## src/rtl/shift_seq_pkg.sv

```systemverilog
// Shared types and constants for the shift-chain sequencer.
// Latency: n/a (declarations only).
// Backpressure: n/a.
//
// Contents: FSM state enum, chain select encodings, counter width helper.
package shift_seq_pkg;

  typedef enum logic [1:0] {
    ST_IDLE  = 2'd0,
    ST_LOAD  = 2'd1,
    ST_SHIFT = 2'd2,
    ST_DONE  = 2'd3
  } state_e;

  // Chain select: parallel load vs. serial shift/hold.
  localparam logic SEL_PAR = 1'b1;
  localparam logic SEL_SER = 1'b0;

  // Width of a counter that spans 0..n-1, never narrower than one bit.
  function automatic int unsigned cnt_width(input int unsigned n);
    return (n > 1) ? $clog2(n) : 1;
  endfunction

endpackage

```

## src/rtl/sp_chain.sv

```systemverilog
// WIDTH-bit serial/parallel chain: each stage loads, shifts left, or holds.
// Latency: one clock from sel/shift_en to q.
// Backpressure: none; the chain follows its controls every cycle.
//
// Ports: clk, rst (async active-low), sel (1 = parallel load), shift_en,
//        pdin (parallel word), sin (serial in to LSB), q (chain), sout (MSB).
module sp_chain
  import shift_seq_pkg::*;
#(
  parameter int WIDTH = 8
) (
  input  logic             clk,
  input  logic             rst,
  input  logic             sel,
  input  logic             shift_en,
  input  logic             sin,
  input  logic [WIDTH-1:0] pdin,
  output logic [WIDTH-1:0] q,
  output logic             sout
);

  logic [WIDTH-1:0] chain_q;
  logic [WIDTH-1:0] chain_d;
  logic [WIDTH-1:0] shifted;

  assign shifted = {chain_q[WIDTH-2:0], sin};

  // Per-stage three-way choice; parallel load takes priority over shift.
  always_comb begin
    chain_d = chain_q;
    for (int i = 0; i < WIDTH; i++) begin
      if (sel == SEL_PAR) begin
        chain_d[i] = pdin[i];
      end else if (shift_en) begin
        chain_d[i] = shifted[i];
      end
    end
  end

  always_ff @(posedge clk or negedge rst) begin
    if (!rst) begin
      chain_q <= '0;
    end else begin
      chain_q <= chain_d;
    end
  end

  assign q    = chain_q;
  assign sout = chain_q[WIDTH-1];

endmodule

```

## src/rtl/shift_seq_ctrl.sv

```systemverilog
// Sequencer: loads a word into the chain, shifts it out MSB-first while capturing sin.
// Latency: done visible WIDTH*DIV+2 edges after the accepting edge.
// Backpressure: ready high only in IDLE; start outside IDLE is dropped, not queued.
//
// Ports: clk, rst (async active-low), start/din (request + word), ready,
//        sel (chain select), sout/sin (serial pair), dout (captured word), done (pulse).
module shift_seq_ctrl
  import shift_seq_pkg::*;
#(
  parameter int WIDTH = 8,
  parameter int DIV   = 4
) (
  input  logic             clk,
  input  logic             rst,
  input  logic             start,
  input  logic [WIDTH-1:0] din,
  output logic             ready,
  output logic             sel,
  output logic             sout,
  input  logic             sin,
  output logic [WIDTH-1:0] dout,
  output logic             done
);

  localparam int BIT_W = $clog2(WIDTH + 1);
  localparam int DIV_W = cnt_width(DIV);

  state_e           state_q, state_d;
  logic [WIDTH-1:0] hold_q, hold_d;
  logic [BIT_W-1:0] bit_cnt_q, bit_cnt_d;
  logic [DIV_W-1:0] div_q, div_d;
  logic [WIDTH-1:0] dout_q, dout_d;

  logic             shift_en;
  logic             div_last;
  logic             bit_last;
  logic [WIDTH-1:0] chain_q;

  assign div_last = (div_q == DIV_W'(DIV - 1));
  assign bit_last = (bit_cnt_q == BIT_W'(WIDTH - 1));

  always_comb begin
    state_d   = state_q;
    hold_d    = hold_q;
    bit_cnt_d = bit_cnt_q;
    div_d     = div_q;
    dout_d    = dout_q;
    shift_en  = 1'b0;

    case (state_q)
      ST_IDLE: begin
        if (start) begin
          hold_d  = din;
          state_d = ST_LOAD;
        end
      end
      ST_LOAD: begin
        bit_cnt_d = '0;
        div_d     = '0;
        state_d   = ST_SHIFT;
      end
      ST_SHIFT: begin
        if (div_last) begin
          shift_en  = 1'b1;
          div_d     = '0;
          bit_cnt_d = bit_cnt_q + BIT_W'(1);
          if (bit_last) begin
            state_d = ST_DONE;
          end
        end else begin
          div_d = div_q + DIV_W'(1);
        end
      end
      ST_DONE: begin
        // The chain holds in DONE, so its value is the captured word.
        dout_d  = chain_q;
        state_d = ST_IDLE;
      end
      default: begin
        state_d = ST_IDLE;
      end
    endcase
  end

  always_ff @(posedge clk or negedge rst) begin
    if (!rst) begin
      state_q   <= ST_IDLE;
      hold_q    <= '0;
      bit_cnt_q <= '0;
      div_q     <= '0;
      dout_q    <= '0;
    end else begin
      state_q   <= state_d;
      hold_q    <= hold_d;
      bit_cnt_q <= bit_cnt_d;
      div_q     <= div_d;
      dout_q    <= dout_d;
    end
  end

  sp_chain #(
    .WIDTH (WIDTH)
  ) u_chain (
    .clk      (clk),
    .rst      (rst),
    .sel      (sel),
    .shift_en (shift_en),
    .sin      (sin),
    .pdin     (hold_q),
    .q        (chain_q),
    .sout     (sout)
  );

  // Status decoded purely from registered state.
  assign ready = (state_q == ST_IDLE);
  assign sel   = (state_q == ST_LOAD) ? SEL_PAR : SEL_SER;
  assign done  = (state_q == ST_DONE);

  // In DONE the word is shown straight from the chain; the register keeps it afterwards.
  assign dout  = (state_q == ST_DONE) ? chain_q : dout_q;

endmodule

```

## config.mk

```make
export PLATFORM = sky130hd
export DESIGN_NAME = shift_seq_ctrl
export DESIGN_NICKNAME = d
export VERILOG_FILES = /design/src/rtl/shift_seq_pkg.sv /design/src/rtl/sp_chain.sv /design/src/rtl/shift_seq_ctrl.sv
export SDC_FILE = /design/constraint.sdc
export NUM_CORES = 1
export LEC_CHECK = 0
export ABC_AREA = 1
export BUFFER_PORTS_ARGS = -buffer_cell sky130_fd_sc_hd__buf_4
export CAP_MARGIN = 20
export CORE_MARGIN = 10
export CORE_UTILIZATION = 55
export CTS_CLUSTER_SIZE = 8
export DETAILED_ROUTE_END_ITERATION = 10
export HOLD_SLACK_MARGIN = 0.15
export PLACE_DENSITY = 0.78
export SETUP_SLACK_MARGIN = 0.05
export SYNTH_ARGS = -nofsm -noshare
export SYNTH_HDL_FRONTEND = slang
export SYNTH_SLANG_ARGS = --single-unit
```

## constraint.sdc

```tcl
create_clock -name clk -period 1.9 [get_ports clk]
set_clock_uncertainty 0.15 [all_clocks]
set_input_delay 0.38 -clock clk [delete_from_list [all_inputs] [get_ports clk]]
set_output_delay 0.38 -clock clk [all_outputs]
set_load 0.02 [all_outputs]
```

### Word level (Yosys, flattened, before mapping)

Index checks and enable logic that the tools add are counted.

| word-level totals | value |
|---|---|
| flip-flop bits (word level) | 32 |
| output and inout bits | 12 |

| operators by class | value |
|---|---|
| add/subtract/negate cells | 2 |
| muxes and demuxes | 28 |
| reductions and logical operators | 6 |
| eq/ne operators | 8 |

Operator list:

| cell | number |
|---|---|
| 1-bit 2-to-1 mux | 19 |
| 2-bit 2-to-1 mux | 4 |
| 8-bit 2-to-1 mux | 1 |
| 2-bit one-hot mux with 4 select lines | 1 |
| 4-bit one-hot mux with 2 select lines | 1 |
| 2-bit equality test, second input constant | 3 |
| 2-bit != test, second input constant | 3 |
| 4-bit by 1-bit adder with 4-bit output, second input constant | 1 |
| 4-bit by 3-bit equality test with 1-bit output, second input constant | 1 |
| 4-bit 2-to-1 mux | 1 |
| 2-bit one-hot mux with 2 select lines | 1 |
| 2-bit AND reduction | 2 |
| 2-bit nonzero test | 2 |
| 3-bit AND reduction | 1 |
| 2-bit by 1-bit adder with 2-bit output, second input constant | 1 |
| 2-bit by 1-bit equality test with 1-bit output, second input constant | 1 |
| 2-bit logical NOT | 1 |

### Logic depth before layout (Yosys ltp)

| depth | value |
|---|---|
| depth in word-level cells | 5 |
| depth in mapped cells | 9 |

### Cells and area by module

Synthesis repeated with hierarchy kept, for this count alone.

| second synthesis, totals | value |
|---|---|
| cells, all modules | 141 |
| area total of the unflattened synthesis | 1,501.4 µm² |

By module, submodules not included:

| module | cells each | times used | area each (µm²) | sequential area each (µm²) |
|---|---|---|---|---|
| shift_seq_ctrl | 96 | 1 | 1,119.8 | 600.6 |
| sp_chain | 45 | 1 | 381.6 | 200.2 |

### Least setup slack after synthesis

No wires, ideal clock.

| path | value |
|---|---|
| path kind | register to output |
| start point | register state_q[1] |
| end point | output port dout[5] |
| data required time | 1,370 ps |
| data arrival time | 1,476 ps |
| slack | -106 ps |
| path buffers | 2 |
| stages on the path, launching flop included | 6 |
| cells stage by stage | dfrtp_1 -> ha_1 -> buf_2 -> buf_2 -> nor2_1 -> a21oi_1 |

| on the way | value |
|---|---|
| longest elaborated chain between the ends | 2 |

Ends and longest elaborated chain:

| item | line | RTL |
|---|---|---|
| start, declared | shift_seq_ctrl.sv:28 | `state_e state_q, state_d;` |
| start signal, assigned | shift_seq_ctrl.sv:93 | `state_q <= state_d;` |
| 2-bit equality test | - |  |
| net done | shift_seq_ctrl.sv:22 | `output logic done` |
| 8-bit 2-to-1 mux | shift_seq_ctrl.sv:120 | `assign dout = (state_q == ST_DONE) ? chain_q : dout_q;` |
| end, declared | shift_seq_ctrl.sv:21 | `output logic [WIDTH-1:0] dout,` |

The timed path passes the listed nets, and every way through them passes these cells.

### Worst setup path after layout

| path | value |
|---|---|
| start point | register state_q[1] |
| end point | output port dout[0] |

| on the way | value |
|---|---|
| longest elaborated chain between the ends | 2 |

Ends and longest elaborated chain:

| item | line |
|---|---|
| 2-bit equality test | shift_seq_ctrl.sv:120 |
| 8-bit 2-to-1 mux | shift_seq_ctrl.sv:120 |

Every way passes these cells.

==> flow_metrics.py <==
metrics = {
    "critical_path": {
        "path_buf_inv": 2,
        "rr_endpoint": "hold_q[7]",
        "end_kind": "output pin",
        "crit_path_start": "state_q[1]",
        "worstSetupPathType": "reg -> out",
        "cp.arrival_ps": 1430,
        "rr_startpoint": "state_q[1]",
        "crit_end": "dout[0]",
        "critPathMaxFanout": 8,
        "cpMaxStageDelayCell": "dfrtp_2",
        "reg2reg_depth": 6,
        "cp_cell_sequence": "ha_4 > buf_12 > a21oi_4 > buf_6",
        "path_delay_family": "flip-flops",
        "reg2reg_slack_ps": 210,
        "slowest_delay_ps": 440,
        "crit_cells": 4,
        "required_ps": 1370,
        "worstSetupStartpointType": "flop",
    },
    "logic_synthesis": {
        "synth_seq_cells": 32,
        "ys_top_cells_by_area": "dfrtp_1, ha_1, nand2_1",
        "synth_edf_count": 0,
        "syn_nets": 168,
        "synth.most_common_cell": "dfrtp_1",
        "synthCells": 149,
        "synthesis.area_sq_um": 1500,
        "synth_common_cells": "dfrtp_1, nand2_1, inv_1, nor2_1, a21oi_1",
        "async_reset_ff_share_pct": 100,
        "synth_ff_type": "dfrtp_1",
        "synth_top_area_share_pct": 53.6,
        "synth_top_area_cell": "dfrtp_1",
        "avgSynthCellArea_sq_um": 10.0,
        "synth_warnings": 0,
        "yosysUniqueCellTypes": 23,
        "seq_area_frac_synth_pct": 53.6,
    },
    "sta": {
        "min_period_ps": 1960,
        "rsz0062_at_grt": "true",
        "hold_viol": 0,
        "fin_ws_ps": -57.3,
        "maxSlewViolCount": 0,
        "setup_violations": 8,
        "max_freq_ghz": 0.511,
        "tns_ps": -333,
        "period_share_pct": 103,
        "slew_headroom_pct": 73.4,
        "fin_hold_ws_ps": 150,
        "worst_pin_slew_ps": 399,
    },
    "drt": {
        "ant_nets": 0,
        "drc": 0,
        "dr.first_iter.drc_count": 54,
        "post_drt_wl_per_cell_um": 14.5,
        "vias_per_cell": 5.21,
        "vias": 1157,
        "first_pass_iters": 5,
        "wirelength_um": 3210,
    },
    "worst_hold_path": {
        "hold_path_depth": 3,
        "hold_class": "in -> reg",
    },
    "die": {
        "num_io_pins": 24,
        "die_area_sq_um": 5200,
        "core_sq_um": 2540,
        "die_h_um": 72.1,
        "start_util_pct": 58.8,
        "rows": 18,
        "die_w_um": 72.1,
    },
    "clock_tree": {
        "cts_tree": "done",
        "ctsRootBufferMaster": "clkbuf_4",
        "ctsHtreeMaxLevel": 2,
        "cts_made_buffers": 5,
        "cts.sinks": 32,
        "clk_latency_ps": 340,
        "clk_path_buf_depth": 2,
        "clk_pin_slew_ps": 100,
    },
    "grt": {
        "track_usage_pct": 13.6,
        "grt_pass1_vias": 1205,
        "overflow": 0,
        "grt_max_degree": 33,
        "grt_pass1_wl_um": 5770,
        "antenna_found_initial": 0,
    },
    "final_layout": {
        "multi_input_area_sq_um": 739,
        "regArea_sq_um": 803,
        "diodes": 0,
        "area.growth.synth_to_final_pct": 42.8,
        "nFillCells": 128,
        "nets": 210,
        "post_route_cells_drive_above_1_share_pct": 37.5,
    },
    "pwr": {
        "powerDensity_nw_per_um2": 1910,
        "leakage_uw": 0.000997,
        "irDropWorstVdd_uv": 1460,
    },
    "status": {
        "status": "finished, violations left",
        "violations": "negative setup slack",
    },
    "flow_run": {
        "cap_viol_max_count": 0,
    },
    "placed_design": {
        "io_buffers": 23,
        "place_congestion": 0.766,
        "dp_hpwl_um": 2070,
    },
}
cell type report:
type,instances,share of cell area [%]
Sequential cell,32,37.6
Multi-Input combinational cell,92,34.6
Timing Repair Buffer,40,17.8
Inverter,20,3.75
Clock buffer,7,3.05
Tap cell,30,1.76
Clock inverter,1,1.41
worst reg2reg max path, stage by stage, from the launching register on:
cell	delay, ps
dfrtp_2	410
buf_4	150
inv_4	50
ha_4	170
buf_4	130
nand2_2	150
mux2_2	360
metal layers:
metal	routed length (um)	GRT usage, %	vias to the layer above
met2	1590	22.1	29
met1	1420	16.4	546
met3	164	5.03	6
met4	39	3.87	0
met5	0	0	-
li1	-	-	576
flip-flops by register name (all words and copies together), names as in the netlist:
| register | cells |
|---|---|
| u_chain.q | 8 |
| div_q | 2 |
| hold_q | 8 |
| bit_cnt_q | 4 |
| state_q | 2 |
| dout_q | 8 |
metrics by stage:
step	cell area, sq um	worst slack (ps)	total power, uW	util (%)	std cells
2_1_floorplan	1510	24.0	2330	-	149
4_1_cts	2100	-28.8	3990	82.6	219
6_report	2140	-57.3	4070	83.9	222
5_1_grt	2140	-93.0	4400	83.9	222
3_5_place_dp	1680	129	2790	65.9	197
3_3_place_gp	1680	197	2720	65.9	197
cell families (layout without fill, tap and decap cells):
group | count (synthesis) | in the layout | share of synthesized area (%)
adder cells (fa/ha/maj) | 7 | 7 | 5.86
flip-flops | 32 | 32 | 53.6
AND/OR/NAND/NOR | 46 | 46 | 13.6
buffers and inverters | 25 | 68 | 7.53
AO/OA/AOI/OAI | 31 | 31 | 13.5
multiplexers | 8 | 8 | 6.02
layout by cell type, fill, tap and decap left out, types with 2 or more instances in the layout:
cell type,instances
a21oi_1,2
a21oi_4,8
buf_4,19
buf_6,10
clkbuf_4,5
clkbuf_8,2
dfrtp_1,30
dfrtp_2,2
dlygate4sd3_1,9
ha_1,4
ha_4,3
inv_1,17
inv_4,2
mux2_1,5
mux2_2,3
nand2_1,20
nand2_2,3
nand3_1,7
nor2_1,8
nor2_4,4
o211ai_1,4
o211ai_2,3
o21ai_0,2
o21ai_1,8
o21ai_2,3
power breakdown:
part,switching [uW],internal [uW]
Sequential,173,1000
Combinational,1270,1050
Clock,227,349
worst min-delay path by stage:
stage | start | end | slack [ps]
after floorplan | rst | bit_cnt_q[0] | -70
final | sin | u_chain.q[0] | 150
after global placement | rst | div_q[1] | 180
after global routing | sin | u_chain.q[0] | 170
after CTS | sin | u_chain.q[0] | 160
after detailed placement | rst | hold_q[0] | 180
timing repair:
item | CTS | global route
setup buffers | 5 | 3
resized for setup | 48 | 3
pin swaps | 6 | 2
hold endpoints to repair | 40 | 0
hold buffers | 9 | 0
endpoints found under the setup margin | 9 | 11
No activity file was read; power rests on OpenSTA's default activity.
